**src/rtl/dcache_sa.sv**
```systemverilog
`default_nettype none
// ============================================================================
// Module   : dcache_sa
// Brief    : N-way set-associative, write-back, write-allocate L1 data cache.
//            Optional perf counters are built when DCACHE_PERF_COUNTERS_EN is defined.
//            pipe_req_size: 0=BYTE 1=HALF 2=WORD; *_type: 0=LOAD 1=STORE.
// Revision : 1.0 - initial release
// ============================================================================
module dcache_sa #(
  parameter int LINE_SIZE  = 16,
  parameter int CACHE_SIZE = 256,
  parameter int XLEN       = 32,
  parameter int NUM_WAYS   = 2
) (
  input  logic            clk,
  input  logic            reset_n,
  input  logic [XLEN-1:0] pipe_req_address,
  input  logic [1:0]      pipe_req_size,
  input  logic            pipe_req_type,
  input  logic            pipe_req_valid,
  input  logic [XLEN-1:0] pipe_word_to_store,
  output logic [XLEN-1:0] pipe_fetched_word,
  output logic            pipe_fetched_word_valid,
  output logic            pipe_misaligned,
  output logic [XLEN-1:0] l2_req_address,
  output logic            l2_req_type,
  output logic            l2_req_valid,
  output logic [XLEN-1:0] l2_word_to_store,
  input  logic [XLEN-1:0] l2_fetched_word,
  input  logic            l2_fetched_word_valid
`ifdef DCACHE_PERF_COUNTERS_EN
  ,
  output logic [31:0]     perf_hits,
  output logic [31:0]     perf_misses,
  output logic [31:0]     perf_writebacks
`endif
);

  localparam int c_NUM_SETS  = CACHE_SIZE / (LINE_SIZE * NUM_WAYS);
  localparam int c_WPL       = LINE_SIZE / 4;
  localparam int c_OFF_W     = $clog2(LINE_SIZE);
  localparam int c_IDX_BITS  = $clog2(c_NUM_SETS);
  localparam int c_IDX_W     = (c_IDX_BITS > 0) ? c_IDX_BITS : 1;
  localparam int c_TAG_W     = XLEN - c_OFF_W - c_IDX_BITS;
  localparam int c_WOFF_BITS = c_OFF_W - 2;
  localparam int c_WOFF_W    = (c_WOFF_BITS > 0) ? c_WOFF_BITS : 1;
  localparam int c_WAY_W     = (NUM_WAYS > 1) ? $clog2(NUM_WAYS) : 1;

  localparam logic [1:0]          c_SIZE_BYTE = 2'd0;
  localparam logic [1:0]          c_SIZE_HALF = 2'd1;
  localparam logic                c_OP_STORE  = 1'b1;
  localparam logic [c_WOFF_W-1:0] c_LAST      = c_WOFF_W'(c_WPL - 1);

  typedef enum logic [2:0] {
    S_IDLE      = 3'd0,
    S_LOOKUP    = 3'd1,
    S_RESPOND   = 3'd2,
    S_WRITEBACK = 3'd3,
    S_FILL      = 3'd4
  } state_e;

  state_e r_state, w_state_next;

  logic [XLEN-1:0]     r_addr, r_wdata, r_resp;
  logic [1:0]          r_size;
  logic                r_type, r_mis, r_first;
  logic [c_WOFF_W-1:0] r_cnt;
  logic [c_WAY_W-1:0]  r_victim;
  logic                r_pipe_valid, r_pipe_mis;
  logic [XLEN-1:0]     r_pipe_word;

  logic                r_valid [c_NUM_SETS][NUM_WAYS];
  logic                r_dirty [c_NUM_SETS][NUM_WAYS];
  logic [c_TAG_W-1:0]  r_tag   [c_NUM_SETS][NUM_WAYS];
  logic [XLEN-1:0]     r_data  [c_NUM_SETS][NUM_WAYS][c_WPL];
  logic [c_WAY_W-1:0]  r_ptr   [c_NUM_SETS];

  logic [c_IDX_W-1:0]  w_idx;
  logic [c_WOFF_W-1:0] w_woff;
  logic [c_TAG_W-1:0]  w_tag;

  generate
    if (c_IDX_BITS > 0) begin : g_idx
      assign w_idx = r_addr[c_OFF_W +: c_IDX_W];
    end else begin : g_idx_none
      assign w_idx = '0;
    end
    if (c_WOFF_BITS > 0) begin : g_woff
      assign w_woff = r_addr[2 +: c_WOFF_W];
    end else begin : g_woff_none
      assign w_woff = '0;
    end
  endgenerate

  assign w_tag = r_addr[XLEN-1 -: c_TAG_W];

  // Tag match and victim choice both look at the latched request's set.
  logic               w_hit, w_inv;
  logic [c_WAY_W-1:0] w_hit_way, w_inv_way, w_victim;
  always_comb begin
    w_hit     = 1'b0;
    w_hit_way = '0;
    w_inv     = 1'b0;
    w_inv_way = '0;
    for (int w = 0; w < NUM_WAYS; w++) begin
      if (!w_hit && r_valid[w_idx][w] && (r_tag[w_idx][w] == w_tag)) begin
        w_hit     = 1'b1;
        w_hit_way = c_WAY_W'(w);
      end
      if (!w_inv && !r_valid[w_idx][w]) begin
        w_inv     = 1'b1;
        w_inv_way = c_WAY_W'(w);
      end
    end
    w_victim = w_inv ? w_inv_way : r_ptr[w_idx];
  end

  logic            w_victim_dirty;
  logic [XLEN-1:0] w_hit_word, w_lane, w_load_word, w_mask, w_merged;
  logic [4:0]      w_shift;
  assign w_victim_dirty = r_valid[w_idx][w_victim] && r_dirty[w_idx][w_victim];
  assign w_hit_word     = r_data[w_idx][w_hit_way][w_woff];
  assign w_shift        = {r_addr[1:0], 3'b000};
  assign w_lane         = w_hit_word >> w_shift;

  always_comb begin
    w_load_word = w_lane;
    w_mask      = '1;
    if (r_size == c_SIZE_BYTE) begin
      w_load_word = XLEN'(w_lane[7:0]);
      w_mask      = XLEN'(32'h0000_00FF) << w_shift;
    end else if (r_size == c_SIZE_HALF) begin
      w_load_word = XLEN'(w_lane[15:0]);
      w_mask      = XLEN'(32'h0000_FFFF) << w_shift;
    end
    w_merged = (w_hit_word & ~w_mask) | ((r_wdata << w_shift) & w_mask);
  end

  logic w_mis_in, w_accept, w_lookup, w_l2_ack, w_wb_done, w_fill_done;
  assign w_mis_in = ((pipe_req_size == c_SIZE_HALF) && pipe_req_address[0]) ||
                    ((pipe_req_size != c_SIZE_BYTE) && (pipe_req_size != c_SIZE_HALF) &&
                     (pipe_req_address[1:0] != 2'b00));
  // While the completion pulse is up the pipe has not yet retired its request.
  assign w_accept    = (r_state == S_IDLE) && pipe_req_valid && !r_pipe_valid;
  assign w_lookup    = (r_state == S_LOOKUP);
  assign w_l2_ack    = l2_fetched_word_valid && (r_cnt == c_LAST);
  assign w_wb_done   = (r_state == S_WRITEBACK) && w_l2_ack;
  assign w_fill_done = (r_state == S_FILL) && w_l2_ack;

  always_ff @(posedge clk or negedge reset_n) begin
    if (!reset_n) r_state <= S_IDLE;
    else          r_state <= w_state_next;
  end

  always_comb begin
    w_state_next = r_state;
    case (r_state)
      S_IDLE:      if (w_accept) w_state_next = w_mis_in ? S_RESPOND : S_LOOKUP;
      S_LOOKUP: begin
        if (w_hit)               w_state_next = S_RESPOND;
        else if (w_victim_dirty) w_state_next = S_WRITEBACK;
        else                     w_state_next = S_FILL;
      end
      S_WRITEBACK: if (w_wb_done) w_state_next = S_FILL;
      S_FILL:      if (w_fill_done) w_state_next = S_LOOKUP;
      S_RESPOND:   w_state_next = S_IDLE;
      default:     w_state_next = S_IDLE;
    endcase
  end

  always_ff @(posedge clk or negedge reset_n) begin
    if (!reset_n) begin
      r_addr       <= '0;
      r_wdata      <= '0;
      r_size       <= '0;
      r_type       <= 1'b0;
      r_mis        <= 1'b0;
      r_first      <= 1'b0;
      r_resp       <= '0;
      r_cnt        <= '0;
      r_victim     <= '0;
      r_pipe_valid <= 1'b0;
      r_pipe_word  <= '0;
      r_pipe_mis   <= 1'b0;
    end else begin
      r_pipe_valid <= 1'b0;
      r_pipe_word  <= '0;
      r_pipe_mis   <= 1'b0;
      if (w_accept) begin
        r_addr  <= pipe_req_address;
        r_wdata <= pipe_word_to_store;
        r_size  <= pipe_req_size;
        r_type  <= pipe_req_type;
        r_mis   <= w_mis_in;
        r_first <= 1'b1;
        r_resp  <= '0;
      end
      if (w_lookup) begin
        r_first <= 1'b0;
        if (w_hit) r_resp <= (r_type == c_OP_STORE) ? '0 : w_load_word;
        else       r_victim <= w_victim;
      end
      if (((r_state == S_WRITEBACK) || (r_state == S_FILL)) && l2_fetched_word_valid)
        r_cnt <= (r_cnt == c_LAST) ? '0 : r_cnt + 1'b1;
      if (r_state == S_RESPOND) begin
        r_pipe_valid <= 1'b1;
        r_pipe_word  <= r_resp;
        r_pipe_mis   <= r_mis;
      end
    end
  end

  always_ff @(posedge clk or negedge reset_n) begin
    if (!reset_n) begin
      for (int s = 0; s < c_NUM_SETS; s++) begin
        r_ptr[s] <= '0;
        for (int w = 0; w < NUM_WAYS; w++) begin
          r_valid[s][w] <= 1'b0;
          r_dirty[s][w] <= 1'b0;
        end
      end
    end else begin
      if (w_lookup && w_hit && (r_type == c_OP_STORE))
        r_dirty[w_idx][w_hit_way] <= 1'b1;
      // Round-robin pointer moves only when a valid line had to be displaced.
      if (w_lookup && !w_hit && !w_inv)
        r_ptr[w_idx] <= (NUM_WAYS == 1) ? '0 : r_ptr[w_idx] + 1'b1;
      if (w_wb_done)
        r_dirty[w_idx][r_victim] <= 1'b0;
      if (w_fill_done) begin
        r_valid[w_idx][r_victim] <= 1'b1;
        r_dirty[w_idx][r_victim] <= 1'b0;
      end
    end
  end

  always_ff @(posedge clk) begin
    if ((r_state == S_FILL) && l2_fetched_word_valid)
      r_data[w_idx][r_victim][r_cnt] <= l2_fetched_word;
    if (w_fill_done)
      r_tag[w_idx][r_victim] <= w_tag;
    if (w_lookup && w_hit && (r_type == c_OP_STORE))
      r_data[w_idx][w_hit_way][w_woff] <= w_merged;
  end

  logic               w_l2_active;
  logic [c_TAG_W-1:0] w_l2_tag;
  assign w_l2_active = (r_state == S_WRITEBACK) || (r_state == S_FILL);
  assign w_l2_tag    = (r_state == S_WRITEBACK) ? r_tag[w_idx][r_victim] : w_tag;

  assign l2_req_valid     = w_l2_active;
  assign l2_req_type      = (r_state == S_WRITEBACK);
  assign l2_req_address   = w_l2_active ?
                            ({w_l2_tag, {(c_OFF_W + c_IDX_BITS){1'b0}}} |
                             (XLEN'(w_idx) << c_OFF_W) | (XLEN'(r_cnt) << 2)) : '0;
  assign l2_word_to_store = (r_state == S_WRITEBACK) ? r_data[w_idx][r_victim][r_cnt] : '0;

  assign pipe_fetched_word       = r_pipe_word;
  assign pipe_fetched_word_valid = r_pipe_valid;
  assign pipe_misaligned         = r_pipe_mis;

`ifdef DCACHE_PERF_COUNTERS_EN
  logic [31:0] r_perf_hits, r_perf_misses, r_perf_wbs;
  always_ff @(posedge clk or negedge reset_n) begin
    if (!reset_n) begin
      r_perf_hits   <= '0;
      r_perf_misses <= '0;
      r_perf_wbs    <= '0;
    end else if (w_lookup) begin
      if (r_first && w_hit && (r_perf_hits != '1))    r_perf_hits   <= r_perf_hits + 1'b1;
      if (r_first && !w_hit && (r_perf_misses != '1)) r_perf_misses <= r_perf_misses + 1'b1;
      if (!w_hit && w_victim_dirty && (r_perf_wbs != '1)) r_perf_wbs <= r_perf_wbs + 1'b1;
    end
  end
  assign perf_hits       = r_perf_hits;
  assign perf_misses     = r_perf_misses;
  assign perf_writebacks = r_perf_wbs;
`endif

endmodule
`default_nettype wire

```
**config.mk**
```make
export PLATFORM = sky130hd
export DESIGN_NAME = dcache_sa
export DESIGN_NICKNAME = d
export VERILOG_FILES = /design/src/rtl/dcache_sa.sv
export SDC_FILE = /design/constraint.sdc
export NUM_CORES = 2
export LEC_CHECK = 0
export ABC_AREA = 1
export BUFFER_PORTS_ARGS = -buffer_cell sky130_fd_sc_hd__buf_2
export CAP_MARGIN = 20
export CORE_ASPECT_RATIO = 0.9
export CORE_MARGIN = 8
export CORE_UTILIZATION = 25
export CTS_BUF_LIST = sky130_fd_sc_hd__clkbuf_4
export DETAILED_ROUTE_END_ITERATION = 7
export GPL_TIMING_DRIVEN = 0
export PLACE_DENSITY = 0.41
export SLEW_MARGIN = 20
export SYNTH_ARGS = -nofsm -noshare
export SYNTH_HDL_FRONTEND = slang
export SYNTH_SLANG_ARGS = --single-unit
```
**constraint.sdc**
```tcl
create_clock -name clk -period 7.4 [get_ports clk]
set_input_delay 1.11 -clock clk [delete_from_list [all_inputs] [get_ports clk]]
set_output_delay 1.11 -clock clk [all_outputs]
set_load 0.05 [all_outputs]
```
==> summary.json <==
{
  "placed_area_um2": 126000,
  "crit_path_start_kind": "flop",
  "average_routed_wire_per_standard_cell_um": 43.1,
  "cts_buffers": 682,
  "dp_slack_ps": -606,
  "avgViaCountPerCell": 5.49,
  "design.core.area_um2": 433000,
  "crit_fanout": 14,
  "synth_fa_ha_area_share_pct": 0.0921,
  "achievable-frequency_ghz": 0.132,
  "post_synth_instance_area_um2": 109000,
  "synth_area_in_simple_gates_pct": 13.3,
  "worst-path-buf-inv": 6,
  "postSynthAreaPerCell_um2": 12.2,
  "wl_um": 712000,
  "power-per-cell-area_nw_per_um2": 464,
  "setup.worst_path.end_class": "flop",
  "run_status": "complete, but fails checks",
  "final.min_clock_period_ps": 7560,
  "h-tree-depth": 6,
  "start_util_pct": 25.1,
  "nNetsFinal": 10307,
  "areaGrowthSynthToFinish_pct": 25.8,
  "report.power.total_uw": 63400,
  "ys_seq_elements": 2628,
  "chipWidth_um": 711,
  "worstPathCellList": "buf_4 > nor2_4 > buf_4 > clkdlybuf4s15_1 > nand3_1 > nand2_1 > inv_1 > nand2_1 > nand2_1 > nand2_1 > nand3_1 > nor4_1 > nand4_1 > nor2_1 > nand3_1 > o21ai_0 > nand3_1 > nor2_1 > nor2_2 > nor2_4 > buf_16 > buf_12",
  "maximum_buffer_depth_of_the_clock_tree": 4,
  "max_cap_viol_count": 0,
  "synth_top_family_by_area": "simple AND/OR/NAND/NOR gates",
  "synth_top_flop_cell": "edfxtp_1",
  "postLayoutCellArea_um2": 137000,
  "tritoncts": "done",
  "drt_first_iter_violations": 15064,
  "detail_route.first_pass.iterations": 5,
  "maximum_number_of_pins_on_one_net_before_global_route_repair": 88,
  "route.vias.total": 90702,
  "crit_path_max_incr_delay_ps": 1140,
  "final.setup_skew_ps": 211,
  "cts.root.buffer_cell": "clkbuf_4",
  "final-seq-area_um2": 78000,
  "number_of_flops_mapped_to_enable_cells_by_yosys": 2448,
  "insertion_delay_ps": 1740,
  "worstReg2RegStart": "r_addr[5]$_DFFE_PN0P_",
  "grt_antenna_before_repair": 120,
  "p_leak_uw": 0.0502,
  "synth_cell_type_count": 54,
  "yosysWarnings": 0,
  "syn_inst": 8894,
  "synthDominantCellAreaShare_pct": 67.6,
  "io_buffers": 170,
  "timing.critical_path.slowest_stage_cell": "nor2_1",
  "grt-ovfl-total": 0,
  "worst_slew_pin_tran_ps": 1380,
  "critical_path.startpoint": "r_addr[5]$_DFFE_PN0P_",
  "grtUsageTotal_pct": 30.0,
  "worst_setup_hold_path_clk_slew_ps": 60,
  "start_point_of_the_worst_hold_path": "l2_fetched_word[9]",
  "cell_with_the_most_instances_after_synthesis": "edfxtp_1",
  "finalMaxSlewViolations": 0,
  "dieArea_um2": 456000,
  "first_global_vias": 82832,
  "route.antenna.remaining_nets": 0,
  "final_layout_size_suffix_gt1_share_pct": 21.7,
  "seq_area_frac_synth_pct": 71.7,
  "vdd_drop_max_uv": 362,
  "critPathRequiredTime_ps": 8720,
  "multi_input_gate_area_um2": 27000,
  "violations_in_the_final_reports": "negative setup slack",
  "grt_pass1_wl_um": 890000,
  "hold_slack_ps": 154,
  "xor_and_xnor_area_share_after_synthesis_pct": 0,
  "die_h_um": 642,
  "asyncSetResetFlopFracSynth_pct": 6.85,
  "synthTopCellsByArea": "edfxtp_1 (68%), nand2_1 (7.2%), dfrtp_1 (4.1%)",
  "io-pin-count": 203,
  "synth_compound_gate_area_share_pct": 10.2,
  "final_core_util_pct": 31.6,
  "fp-row-count": 229,
  "finalWeightedCongestion": 1.04,
  "muxShareOfSynthArea_pct": 0,
  "max-slew-margin-rel_pct": 7.85,
  "num-fill-cells": 43726,
  "post_synth_most_frequent_cells": "edfxtp_1 (2448), nand2_1 (2094), inv_1 (704)",
  "path_class": "reg2reg",
  "finalHoldViolations": 0,
  "grt_setup_unrepaired": "yes",
  "worst_path_dominant_cell_family": "simple AND/OR/NAND/NOR gates",
  "post-synth-top-area-cell": "edfxtp_1",
  "worst_ep_arrival_time_ps": 8880,
  "layout_worst_path_cycle_share_pct": 102,
  "timing.hold.worst.class": "in2reg",
  "drc_errors": 0,
  "place.detailed.hpwl_um": 545000,
  "setup_viol": 142,
  "final_critical_path_setup_slack_ps": -161,
  "tritoncts_num_sinks": 2628
}
-- sequential cells by signal, indices dropped and copies added (netlist names), 2 cells and up --
signal             cells
r_data              2048
r_tag                400
pipe_fetched_word     32
r_addr                32
r_resp                32
r_wdata               32
r_dirty               16
r_valid               16
r_ptr                  8
r_state                3
r_cnt                  2
r_size                 2
-- worst paths after layout --
kind,to,cells after the start,slack [ps]
setup reg to reg,r_data[4][30]$_DFFE_PP_,22,-160
hold / removal,r_data[3][73]$_DFFE_PP_,3,150
max in group asynchronous,r_addr[8]$_DFFE_PN0P_,4,5380
min in group asynchronous,r_addr[26]$_DFFE_PN0P_,4,640
hold reg to reg,r_valid[6]$_DFFE_PN0P_,2,460
setup / recovery,r_data[4][30]$_DFFE_PP_,22,-160
-- through the flow --
| step | instances | setup TNS [ps] |
|---|---|---|
| CTS | 16434 | 0 |
| global placement | 14840 | - |
| finish | 16517 | -7030 |
| floorplan | 8895 | 0 |
| global route | 16444 | -4500 |
| detailed placement | 15168 | -151290 |
-- final cells by class --
cell class                 count  area share [%]
inverter                     739            2.03
clock inverter               179           0.894
tap                         5775            5.28
buffer                       553            2.18
antenna                       76           0.139
clock buffer                 975            5.35
multi-input combinational   4968            19.8
timing repair buffer         624            7.30
sequential                  2628            57.0
-- metal layers --
metal / vias to the layer above / global-route usage, % / share of wire (%)
li1: 35441 / - / -
met1: 47011 / 39.6 / 41
met2: 6829 / 42.5 / 40
met3: 1389 / 9.24 / 11
met4: 32 / 19.3 / 7.6
met5: - / 0 / 0.030
-- layout by cell type, fill, tap and decap left out, types with 63 or more instances in the layout --
master,instances
a22o_1,232
a221oi_1,257
o21ai_1,217
edfxtp_1,2448
nor2_1,326
o211ai_1,95
clkinv_1,116
buf_12,205
clkbuf_1,129
a22oi_1,266
dfrtp_1,179
a21oi_1,106
nor2_4,93
nand3_1,403
clkbuf_2,146
o21ai_0,198
buf_16,144
diode_2,76
nand3b_1,63
nand2_1,2087
clkbuf_4,1034
dlygate4sd3_1,72
nand4_1,301
buf_4,77
inv_1,696
buf_2,287
-- timing repair --
| item | CTS | global route |
|---|---|---|
| pin swaps | 37 | 3 |
| hold endpoints to repair | 200 | 0 |
| hold buffers | 72 | 0 |
| endpoints found under the setup margin | 1037 | 586 |
| buffers inserted | 47 | 2 |
| resized for setup | 223 | 43 |
-- worst register-to-register path, delay by kind of cell, from the launching register on --
kind	cells	cell delay (ps)
buf+inv	6	1740
compound gates	1	200
flops	1	460
simple gates	15	4870
-- where the power goes --
part           leakage [uW]  total (uW)  switching [uW]  internal (uW)
Combinational        0.0208       32700           25700           7080
Sequential           0.0243       17600             768          16800
Clock               0.00507       13000            6480           6560
Total                0.0502       63400           32900          30500
-- kinds of logic after synthesis --
logic type	after synthesis
other	1
buffers and inverters	1299
DFF	2628
adders and majority gates	8
and+or+nand+nor	3397
AOI/OAI and AO/OA	1561
(Power assumes the default switching activity.)
